## config.mk

```make
export PLATFORM = sky130hd
export DESIGN_NAME = ram_read_controller
export DESIGN_NICKNAME = d
export VERILOG_FILES = /design/src/rtl/ram_read_controller.sv
export SDC_FILE = /design/constraint.sdc
export NUM_CORES = 1
export LEC_CHECK = 0
export CAP_MARGIN = 20
export CORE_ASPECT_RATIO = 1.75
export CORE_UTILIZATION = 49
export DETAILED_ROUTE_END_ITERATION = 16
export GPL_ROUTABILITY_DRIVEN = 0
export PLACE_DENSITY_LB_ADDON = 0.2
export SKIP_LAST_GASP = 1
export SYNTH_ARGS = -nofsm -noshare
export SYNTH_HDL_FRONTEND = slang
export SYNTH_SLANG_ARGS = --single-unit
```

## constraint.sdc

```tcl
create_clock -name i_clk -period 4 [get_ports i_clk]
set_input_delay 0.4 -clock i_clk [delete_from_list [all_inputs] [get_ports i_clk]]
set_output_delay 0.4 -clock i_clk [all_outputs]
set_load 0.1 [all_outputs]
```

## src/rtl/ram_read_controller.sv

```systemverilog
// Streams one frame of consecutive RAM words to the data checker, with the checker start pulse aligned to the first word.
// A read issued in cycle c reaches o_data in cycle c+RD_LAT+1. There is no backpressure: the frame runs to completion unless aborted.
module ram_read_controller #(
    parameter int DATA_W    = 32,
    parameter int ADDR_W    = 6,
    parameter int FRAME_LEN = 64,
    parameter int BASE_ADDR = 0,
    parameter int RD_LAT    = 1
) (
    input  logic              i_clk,
    input  logic              i_rst,
    input  logic              i_start,
    input  logic              i_abort,
    input  logic [DATA_W-1:0] i_ram_rdata,
    output logic              o_ram_rd_en,
    output logic [ADDR_W-1:0] o_ram_addr,
    output logic              o_chk_start,
    output logic              o_data_valid,
    output logic [DATA_W-1:0] o_data,
    output logic              o_busy,
    output logic              o_read_done
);
    localparam int CNT_W = $clog2(FRAME_LEN + 1);

    typedef enum logic [1:0] {IDLE, READ, DRAIN, DONE} state_t;

    state_t              state_q, state_d;
    logic                rd_en_q, rd_en_d;
    logic [ADDR_W-1:0]   addr_q, addr_d;
    logic [CNT_W-1:0]    cnt_q, cnt_d;
    logic [RD_LAT-1:0]   pipe_q, pipe_d;
    logic                dvld_q, dvld_d;
    logic [DATA_W-1:0]   data_q, data_d;
    logic                chk_start_q, chk_start_d;
    logic                started_q, started_d;
    logic                busy_q, busy_d;
    logic                done_q, done_d;
    logic                rdata_vld;

    assign rdata_vld = pipe_q[RD_LAT-1];

    always_comb begin
        state_d     = state_q;
        rd_en_d     = 1'b0;
        addr_d      = addr_q;
        cnt_d       = cnt_q;
        pipe_d      = RD_LAT'({pipe_q, rd_en_q});
        dvld_d      = rdata_vld;
        data_d      = rdata_vld ? i_ram_rdata : data_q;
        // The checker expects its start pulse in the same cycle as the first word.
        chk_start_d = rdata_vld & ~started_q;
        started_d   = started_q | rdata_vld;
        busy_d      = busy_q;
        done_d      = 1'b0;

        case (state_q)
            IDLE: begin
                busy_d    = 1'b0;
                started_d = 1'b0;
                if (i_start && !i_abort) begin
                    state_d = READ;
                    rd_en_d = 1'b1;
                    addr_d  = ADDR_W'(BASE_ADDR);
                    cnt_d   = CNT_W'(1);
                    busy_d  = 1'b1;
                end
            end
            READ: begin
                if (cnt_q == CNT_W'(FRAME_LEN)) begin
                    state_d = DRAIN;
                end else begin
                    rd_en_d = 1'b1;
                    addr_d  = addr_q + ADDR_W'(1);
                    cnt_d   = cnt_q + CNT_W'(1);
                end
            end
            DRAIN: begin
                // Once no read is in flight the last word is on o_data this cycle.
                if (pipe_q == '0) begin
                    state_d = DONE;
                    done_d  = 1'b1;
                end
            end
            default: begin
                state_d = IDLE;
                busy_d  = 1'b0;
            end
        endcase

        if (i_abort && state_q != IDLE) begin
            state_d     = IDLE;
            rd_en_d     = 1'b0;
            pipe_d      = '0;
            dvld_d      = 1'b0;
            data_d      = data_q;
            chk_start_d = 1'b0;
            started_d   = 1'b0;
            busy_d      = 1'b0;
            done_d      = 1'b0;
        end
    end

    always_ff @(posedge i_clk or posedge i_rst) begin
        if (i_rst) begin
            state_q     <= IDLE;
            rd_en_q     <= 1'b0;
            addr_q      <= '0;
            cnt_q       <= '0;
            pipe_q      <= '0;
            dvld_q      <= 1'b0;
            data_q      <= '0;
            chk_start_q <= 1'b0;
            started_q   <= 1'b0;
            busy_q      <= 1'b0;
            done_q      <= 1'b0;
        end else begin
            state_q     <= state_d;
            rd_en_q     <= rd_en_d;
            addr_q      <= addr_d;
            cnt_q       <= cnt_d;
            pipe_q      <= pipe_d;
            dvld_q      <= dvld_d;
            data_q      <= data_d;
            chk_start_q <= chk_start_d;
            started_q   <= started_d;
            busy_q      <= busy_d;
            done_q      <= done_d;
        end
    end

    assign o_ram_rd_en  = rd_en_q;
    assign o_ram_addr   = addr_q;
    assign o_chk_start  = chk_start_q;
    assign o_data_valid = dvld_q;
    assign o_data       = data_q;
    assign o_busy       = busy_q;
    assign o_read_done  = done_q;

endmodule

```

==> flow_summary.ini <==
[logic_synthesis]
ys_top_cells_by_count = 54 x dfrtp_1, 32 x mux2_2, 20 x nand2_1
synth_xor_area_frac = 0
synth_top_family_by_area = multiplexers
muxShareOfSynthArea = 0.158
async_flop_share = 1.00
synth_top_area_cell = dfrtp_1
syn_nets = 248
yosys.area_share.simple = 0.119
ys.flop_type = dfrtp_1
yosys_warnings = 0
synth_edf_count = 0
synth-compound-area-share = 0.110
yosysMostFrequentCell = dfrtp_1
netlist_area_sq_um = 2460
synth_seq_area_share = 0.549
postSynthCellCount = 205
synthDistinctLibCells = 43
ys_top_cells_by_area = dfrtp_1 55%, mux2_2 15%, ha_1 3.6%, nand2_1 3.0%, o21ai_0 2.0%
ys_ff_latch = 54
synth_fa_ha_area_frac = 0.0356
syn_avg_cell_area_sq_um = 12.0
netlist.area_leader.share = 0.549

[sta]
rsz0062_at_grt = false
skew_ns = 0.00982
finalMaxSlewViolations = 0
setup_tns_ns = 0
worst_slack_ns = 1.62
post-route-period-util = 0.594
maxClockFrequency_mhz = 421
tightest_slew_ns = 1.00
max_slew_margin = 0.331
hold_viol_final = 0
period_needed_ns = 2.38
setup-violations-final = 0

[worst_setup_path]
worstSetupStartpointType = flop
slowest_stage = clkdlybuf4s50_1
path_buf_inv = 1
arrival_ns = 1.98
critPathMaxFanout = 7
r2r_start = state_q[1]
setup.worst_path.end_class = output pin
worst-endpoint-required_ns = 3.60
cpPeakStageDelay_ns = 1.19
critPathTopFamily = buffers and inverters
reg2reg_depth = 5
critical_path_class = reg2out
r2r-end = cnt_q[2]
r2r_slack_ns = 1.89
crit_path_cell_trace = clkdlybuf4s50_1

[floorplan]
core_area_sq_um = 4750
die_w_um = 55.6
fp-row-count = 33
die_area_sq_um = 5330
fp.dieH_um = 95.8
ios = 79
start_util = 0.519

[clocking]
cts_resized = 0
cts_made_buffers = 5
clk_latency_ns = 0.30
cts_hold_buf = 0
h-tree-depth = 2
post_cts_buffers = 0
clock-sinks = 54
cts_tree = yes
path_clk_slew_ns = 0.10
cts_root_buffer = clkbuf_8
cts.path.max_buffers = 2

[finish]
final_util = 0.717
stdcell_count = 338
fill_cells = 356
drive_above_1_share = 0.178
diodes = 0
syn2layout_area_growth_pct = 38.1
fin_nets = 328

[grt]
grt_pass1_wl_um = 9060
grt_overflow_total = 0
grt_pass1_vias = 1897
globalRouteTotalUtil = 0.216
antenna_found_initial = 0
grt_start_max_net_pins = 43

[place]
placed_cells = 330
io_buffers = 78
dp_slack_ns = 1.85
hpwl_um = 3860

[status]
status = complete, no violations

[route]
drc = 0
firstDrtPassIters = 4
routed_wl_um = 5220
drt-initial-drc-count = 27
num_vias = 1867
ant_nets = 0
detail_route.wl_per_cell_um = 15.4
vias_per_cell = 5.52

[job]
maxCapViolCount = 0

[min_path]
hp-class = in2async
[worst reg2reg max path: cells and delay by family (launching register included)]
family / cells / cell delay [ns]
compound gates: 2 / 0.52
fa+ha+maj: 1 / 0.68
buf+inv: 2 / 0.38
flops: 1 / 0.43
[cells in the final DEF (no fill, tap or decap), drive strengths merged, types with 3 or more instances in the layout]
cell type | Yosys | layout
a21o | 4 | 4
a22o | 4 | 4
and2 | 3 | 3
buf | 3 | 3
clkbuf | 5 | 6
clkdlybuf4s50 | 0 | 78
dfrtp | 54 | 54
ha | 7 | 7
inv | 8 | 9
mux2 | 32 | 32
mux2i | 3 | 3
nand2 | 20 | 20
nand3 | 6 | 6
nor2 | 7 | 7
nor3 | 5 | 5
o21a | 3 | 3
o21ai | 10 | 10
[per-layer routing]
layer / share of wire / vias up / track usage
li1: - / 894 / -
met1: 0.41 / 888 / 0.259
met2: 0.51 / 74 / 0.370
met3: 0.054 / 11 / 0.0470
met4: 0.024 / 0 / 0.0958
met5: 0 / - / 0
[kinds of logic after synthesis]
family,Yosys count
AOI/OAI and AO/OA,37
adders and majority gates,7
buffers and inverters,16
DFF,54
muxes,35
and+or+nand+nor,56
[sequential cells by signal, summed over array words and instances, names as in the netlist]
signal and count:
o_read_done 1, o_ram_rd_en 1, pipe_q 1, o_busy 1, o_data 32, o_chk_start 1, o_data_valid 1, started_q 1
cnt_q 7, state_q 2, o_ram_addr 6
[final cells by class]
cell class                 instances  area [sq um]  area share
clock buffer                       6          82.6      0.0243
clock inverter                     2          16.3     0.00478
inverter                           8          30.0     0.00882
multi-input combinational        135          1040       0.306
sequential                        54          1350       0.397
tap                               52          65.1      0.0191
timing repair buffer              81           816       0.240
[worst max-delay path by stage]
stage	from	to	slack, ns	cells after the start
2_1_floorplan	o_ram_addr[0]	o_ram_addr[5]	2.10	3
3_3_place_gp	i_abort	o_data[2]	1.88	5
3_5_place_dp	i_abort	o_data[13]	1.85	5
4_1_cts	o_ram_addr[0]	o_ram_addr[0]	1.60	1
5_1_grt	o_ram_addr[0]	o_ram_addr[0]	1.55	1
6_report	o_ram_addr[0]	o_ram_addr[0]	1.62	1
[metrics by stage]
stage	hold slack, ns	area (sq um)
global placement	0.442	3280
finish	0.352	3400
detailed placement	0.451	3300
floorplan	0.404	2460
CTS	0.356	3400
global route	0.381	3400
Power is not shown: default switching activity piles up to over one toggle a cycle in this logic, so the estimate is an artifact.
